==> src/rtl/accum_bcd_display.sv <==
// accum_bcd_display: converts the accumulator's binary sum to decimal with a
// bit-serial shift-and-add-3 (double-dabble) FSM. It drives active-low
// seven-segment patterns, one HEX display per decimal digit.
// The display registers load atomically when a conversion completes.
// Optional build macro ACCUM_BCD_LEADING_ZERO_BLANK_EN: blanks every digit
// above the most significant nonzero digit. The ones digit is never blanked.
module accum_bcd_display #(
  parameter int WIDTH  = 10,
  parameter int DIGITS = 4
) (
  input  logic                  CLOCK,
  input  logic                  RESETn,
  input  logic [WIDTH-1:0]      value,
  output logic [7*DIGITS-1:0]   hex,
  output logic                  busy,
  output logic                  done
);

  localparam int BW = 4 * DIGITS;
  localparam int CW = $clog2(WIDTH + 1);

  // The decimal field must hold the largest binary input.
  if ((64'd10 ** DIGITS) <= ((64'd1 << WIDTH) - 64'd1)) begin : g_bad_params
    $error("accum_bcd_display: DIGITS=%0d too small for WIDTH=%0d", DIGITS, WIDTH);
  end

  typedef enum logic [1:0] {IDLE, SHIFT, LOAD} state_t;

  state_t              state_reg;
  logic [WIDTH-1:0]    sreg_reg;
  logic [WIDTH-1:0]    last_value_reg;
  logic [BW-1:0]       bcd_reg;
  logic [BW-1:0]       bcd_adj;
  logic [CW-1:0]       cnt_reg;
  logic                first_reg;
  logic [7*DIGITS-1:0] hex_reg;
  logic [7*DIGITS-1:0] seg_next;
  logic                busy_reg;
  logic                done_reg;

  // Active-low segment pattern; codes above 9 cannot arise and show blank.
  function automatic logic [6:0] seg7(input logic [3:0] d);
    case (d)
      4'd0:    seg7 = 7'h40;
      4'd1:    seg7 = 7'h79;
      4'd2:    seg7 = 7'h24;
      4'd3:    seg7 = 7'h30;
      4'd4:    seg7 = 7'h19;
      4'd5:    seg7 = 7'h12;
      4'd6:    seg7 = 7'h02;
      4'd7:    seg7 = 7'h78;
      4'd8:    seg7 = 7'h00;
      4'd9:    seg7 = 7'h10;
      default: seg7 = 7'h7F;
    endcase
  endfunction

  // Add-3 correction per BCD digit ahead of each shift.
  genvar gi;
  generate
    for (gi = 0; gi < DIGITS; gi++) begin : g_adj
      assign bcd_adj[4*gi +: 4] = (bcd_reg[4*gi +: 4] >= 4'd5) ?
                                  bcd_reg[4*gi +: 4] + 4'd3 :
                                  bcd_reg[4*gi +: 4];
    end
  endgenerate

  // Segment patterns for the finished BCD result, loaded in LOAD.
  always_comb begin : seg_sel
`ifdef ACCUM_BCD_LEADING_ZERO_BLANK_EN
    logic nz;
    nz       = 1'b0;
    seg_next = '1;
    for (int i = DIGITS - 1; i >= 0; i--) begin
      nz = nz | (bcd_reg[4*i +: 4] != 4'd0);
      seg_next[7*i +: 7] = (nz || i == 0) ? seg7(bcd_reg[4*i +: 4]) : 7'h7F;
    end
`else
    seg_next = '1;
    for (int i = 0; i < DIGITS; i++) begin
      seg_next[7*i +: 7] = seg7(bcd_reg[4*i +: 4]);
    end
`endif
  end

  // Conversion FSM: detect a new value, shift WIDTH bits, then load displays.
  always_ff @(posedge CLOCK or negedge RESETn) begin
    if (!RESETn) begin
      state_reg      <= IDLE;
      sreg_reg       <= '0;
      last_value_reg <= '0;
      bcd_reg        <= '0;
      cnt_reg        <= '0;
      first_reg      <= 1'b1;
      hex_reg        <= {DIGITS{7'h7F}};
      busy_reg       <= 1'b0;
      done_reg       <= 1'b0;
    end else begin
      done_reg <= 1'b0;
      case (state_reg)
        IDLE: begin
          if ((value != last_value_reg) || first_reg) begin
            sreg_reg       <= value;
            last_value_reg <= value;
            bcd_reg        <= '0;
            cnt_reg        <= CW'(WIDTH);
            first_reg      <= 1'b0;
            busy_reg       <= 1'b1;
            state_reg      <= SHIFT;
          end
        end
        SHIFT: begin
          bcd_reg  <= {bcd_adj[BW-2:0], sreg_reg[WIDTH-1]};
          sreg_reg <= {sreg_reg[WIDTH-2:0], 1'b0};
          cnt_reg  <= cnt_reg - CW'(1);
          if (cnt_reg == CW'(1)) begin
            state_reg <= LOAD;
          end
        end
        LOAD: begin
          hex_reg   <= seg_next;
          done_reg  <= 1'b1;
          busy_reg  <= 1'b0;
          state_reg <= IDLE;
        end
        default: begin
          busy_reg  <= 1'b0;
          state_reg <= IDLE;
        end
      endcase
    end
  end

  assign hex  = hex_reg;
  assign busy = busy_reg;
  assign done = done_reg;

endmodule

==> config.mk <==
export PLATFORM = sky130hd
export DESIGN_NAME = accum_bcd_display
export DESIGN_NICKNAME = d
export VERILOG_FILES = /design/src/rtl/accum_bcd_display.sv
export SDC_FILE = /design/constraint.sdc
export NUM_CORES = 1
export LEC_CHECK = 0
export ABC_CLOCK_PERIOD_IN_PS = 1720
export CAP_MARGIN = 30
export CORE_ASPECT_RATIO = 0.5
export CORE_MARGIN = 4
export CORE_UTILIZATION = 50
export CTS_CLUSTER_DIAMETER = 50
export CTS_CLUSTER_SIZE = 16
export DETAILED_ROUTE_END_ITERATION = 6
export PLACE_DENSITY = 0.75
export SLEW_MARGIN = 20
export SYNTH_ARGS = -nofsm -noshare
export SYNTH_HDL_FRONTEND = slang
export SYNTH_SLANG_ARGS = --single-unit
==> constraint.sdc <==
create_clock -name CLOCK -period 1.72 [get_ports CLOCK]
set_input_delay 0.172 -clock CLOCK [delete_from_list [all_inputs] [get_ports CLOCK]]
set_output_delay 0.172 -clock CLOCK [all_outputs]
set_load 0.05 [all_outputs]
==> flow_metrics.tcl, run 1 <==
set metrics [dict create \
    status "finished with violations" \
    failed_checks "setup timing" \
    grt_pass1_wl_mm 14.1 \
    design.portCount 42 \
    h-tree-depth 3 \
    setup.worst_path.start "last_value_reg[6]$_DFFE_PN0P_" \
    final_layout_size_suffix_gt1_frac 0.265 \
    p_clk_frac 0.150 \
    seqPwrFrac 0.315 \
    crit_top_cell "sky130_fd_sc_hd__or4_4" \
    syn-instance-count 413 \
    root_buffer "sky130_fd_sc_hd__clkbuf_16" \
    clkLatencyLatePin_ns 0.33 \
    totalWireLength_mm 8.02 \
    die_width_um 135 \
    power_frac_comb 0.535 \
    syn_area_sq_mm 0.00401 \
    timing.critical_path.fanout_max 3 \
    antenna_found_initial 0 \
    p_int_uw 6130 \
    design.core.area_sq_mm 0.00757 \
    yosys.cell_types.count 42 \
    drtPass1Iterations 4 \
    timing.final.ws_setup_ns -0.0408 \
    floorplan.initialDensity 0.530 \
    drt_iter0_markers 189 \
    power.density_cell_area_mw_per_mm2 2190 \
    switchingPower_uw 4630 \
    synth_seq_area_share 0.465 \
    detail_routed_via_count_per_cell 5.37 \
    tritoncts "done" \
    number_of_synthesized_flops_with_an_enable_pin 0 \
    netlist.area_leader.share 0.275 \
    fillers 638 \
    synth_seq_cells 73 \
    ant_nets 0 \
    timing.slew.headroom 0.658 \
    placementRows 22 \
    reg2reg_from "last_value_reg[6]$_DFFE_PN0P_" \
    largest_register_ffs 28 \
    timing.critical_path.required_ns 1.98 \
    tns_ns -0.0408 \
    timing.hold.ws_ns 0.342 \
    maximum_number_of_pins_on_one_net_before_global_route_repair 57 \
    finalCoreUtilization 0.648 \
    grt_overflow_total 0 \
    worstPathCellList "xor2_1 -> or4_4 -> or4_4 -> o211ai_2" \
    cts_inserted_buffers 9 \
    fin_max_slew_vios 0 \
    syn_nets 447 \
    setup_violating_endpoint_count_in_the_final_report 1 \
    synth_largest_area_cell "sky130_fd_sc_hd__dfrtp_1" \
    leak_pwr_uw 0.00219 \
    synthFlopType "sky130_fd_sc_hd__dfrtp_1" \
    post_drt_wl_per_cell_um 13.8 \
    post-route-drc-count 0 \
    post_synth_main_area_contributors "sky130_fd_sc_hd__dfrtp_1 (27%), sky130_fd_sc_hd__dfstp_2 (19%), sky130_fd_sc_hd__ha_1 (6.9%)" \
    groute.usage.overall 0.182 \
    finalInstanceArea_sq_mm 0.00491 \
    post_synth_most_frequent_cells "sky130_fd_sc_hd__nand2_1 (46), sky130_fd_sc_hd__o21ai_0 (45), sky130_fd_sc_hd__dfrtp_1 (44)" \
    fin_crit_sh 1.02 \
    post-synth-top-count-cell "sky130_fd_sc_hd__nand2_1" \
    synthArstFlopShare 1.00 \
    worst_setup_path_start_kind "flip-flop" \
    port-buffer-count 41 \
    area_growth_syn_to_layout_pct 22.4 \
    switching_share 0.430 \
    timing.max_cap.violations 0 \
    number_of_failing_hold_endpoints_at_the_final_stage 0 \
    cts.repair_timing.setup_buffer_count 0 \
    grt_setup_unrepaired "yes" \
    critical-path-top-delay-family "simple AND/OR/NAND/NOR gates" \
    pin_slew_with_the_least_headroom_to_its_limit_ns 0.513 \
    cts.path.max_buffers 2 \
    final_weighted_congestion_of_routability_driven_global_placement 0.862 \
    skew_ns 0.00720 \
    crit_buf_inv 0 \
    fmax_mhz 568 \
    crit_slowest_cell "sky130_fd_sc_hd__or4_4" \
    syn_area_per_cell_sq_um 9.71 \
    worstPathArrival_ns 2.02 \
    floorplan.die_area_sq_mm 0.00960 \
    num-nets-final 501 \
    dp_hpwl_mm 5.86 \
    vdd_drop_max_mv 0.781 \
    post-place-ws_ns -0.324 \
    largest_incremental_delay_on_the_critical_path_ns 0.54 \
    antennaDiodeCount 0 \
    detailed_place.area_sq_mm 0.00463 \
    finalCriticalPeriod_ns 1.76 \
    synthesis.yosys.warnings 0 \
    cts.clk_slew.worst_paths_ns 0.05 \
    clock-sinks 73 \
    fp.dieH_um 71.3 \
    first_global_vias 3068 \
    worst_min_delay_path_class "primary input to async pin" \
    timing.setup.critical_path_class "flip-flop to flip-flop" \
    via_count 3112 \
    setup.worst_path.end_class "flip-flop" \
]
-- placed cells by master, fill, tap and decap left out, types with 2 or more instances in the layout --
master                            count
sky130_fd_sc_hd__nor4_1               3
sky130_fd_sc_hd__nor3_1               3
sky130_fd_sc_hd__nand3_1              3
sky130_fd_sc_hd__dfstp_2             29
sky130_fd_sc_hd__buf_4               49
sky130_fd_sc_hd__and2_1               2
sky130_fd_sc_hd__nand2b_1             7
sky130_fd_sc_hd__a21oi_2              3
sky130_fd_sc_hd__nand2_1             46
sky130_fd_sc_hd__a32o_1               2
sky130_fd_sc_hd__inv_1               29
sky130_fd_sc_hd__mux2_2              12
sky130_fd_sc_hd__xor2_1              10
sky130_fd_sc_hd__o221a_2              8
sky130_fd_sc_hd__buf_12               4
sky130_fd_sc_hd__a21oi_1             21
sky130_fd_sc_hd__dfrtp_1             44
sky130_fd_sc_hd__o31ai_1              9
sky130_fd_sc_hd__nor2_1              17
sky130_fd_sc_hd__o2bb2ai_1            5
sky130_fd_sc_hd__or3_1                8
sky130_fd_sc_hd__clkbuf_16            9
sky130_fd_sc_hd__xnor2_1              7
sky130_fd_sc_hd__nor3b_1              3
sky130_fd_sc_hd__o21bai_1             4
sky130_fd_sc_hd__a2bb2oi_1            2
sky130_fd_sc_hd__clkbuf_1             6
sky130_fd_sc_hd__mux2i_1              8
sky130_fd_sc_hd__o211ai_1             5
sky130_fd_sc_hd__o22ai_1             12
sky130_fd_sc_hd__ha_1                21
sky130_fd_sc_hd__o21ai_0             45
sky130_fd_sc_hd__clkdlybuf4s50_1     12
sky130_fd_sc_hd__nor2b_1              5
sky130_fd_sc_hd__or4_4                3
-- power by group through the flow --
stage                     logic, uW  clock network [uW]  registers (uW)
after floorplan                3380                   0            4200
final                          5760                1610            3390
after global placement         5620                   0            3370
after detailed placement       5740                   0            3410
after global routing           6410                1750            3530
after CTS                      5760                1670            3380
-- cell type report --
type | instances | area (sq um) | area share
timing repair buffer | 67 | 583 | 0.119
sequential | 73 | 1860 | 0.380
inverter | 29 | 109 | 0.0222
clock buffer | 15 | 248 | 0.0505
tap | 108 | 135 | 0.0275
multi-input combinational | 287 | 1960 | 0.400
clock inverter | 1 | 5.00 | 0.00102
-- routing by layer --
metal / vias to the layer above / wire length [um] / track usage
met3: 7 / 351 / 0.0533
met5: - / 0 / 0
met4: 0 / 85 / 0.0621
li1: 1554 / - / -
met2: 55 / 3690 / 0.290
met1: 1496 / 3890 / 0.240
-- worst reg2reg max path: stages (launching register included) --
cell and delay [ns]:
sky130_fd_sc_hd__dfrtp_1 0.38, sky130_fd_sc_hd__xor2_1 0.15, sky130_fd_sc_hd__or4_4 0.54, sky130_fd_sc_hd__or4_4 0.53
sky130_fd_sc_hd__o211ai_2 0.08
-- per-stage QoR --
step                      cells  total power [uW]
after floorplan             413              7580
final                       580             10800
after global placement      563              8990
after global routing        580             11700
after CTS                   580             10800
after detailed placement    563              9140
-- what timing repair did --
item	CTS	global route
hold endpoints to repair	15	0
pin swaps	0	1
resized for setup	0	4
hold buffers	1	0
endpoints found under the setup margin	2	14
-- final timing paths --
| path | slack, ns | cells past startpoint | endpoint |
|---|---|---|---|
| setup / recovery | -0.04 | 4 | sreg_reg[0]$_DFFE_PN0P_ |
| hold / removal | 0.34 | 2 | state_reg[0]$_DFFE_PN0P_ |
| min in group CLOCK | 0.45 | 2 | hex[24]$_DFFE_PN1P_ |
| setup reg to reg | -0.04 | 4 | sreg_reg[0]$_DFFE_PN0P_ |
| max in group asynchronous | 0.71 | 3 | hex[19]$_DFFE_PN1P_ |
| hold reg to reg | 0.45 | 2 | hex[24]$_DFFE_PN1P_ |
-- cell families (layout without fill, tap and decap cells) --
family,count (synthesis),count (layout),synth area share
mux,20,20,0.0537
buf+inv,53,112,0.0496
simple gates,107,107,0.134
xor+xnor,17,17,0.0371
fa+ha+maj,22,22,0.0686
compound gates,121,121,0.192
flops,73,73,0.465
Power figures use the tool's default switching activity.
==> run 2: changes to the inputs <==
Settings changed: CTS_CLUSTER_SIZE 16 to not set, SLEW_MARGIN 20 to 10.
==> results of run 2 <==
Same layout as run 1: the final DEF is identical, and so are final timing and power.
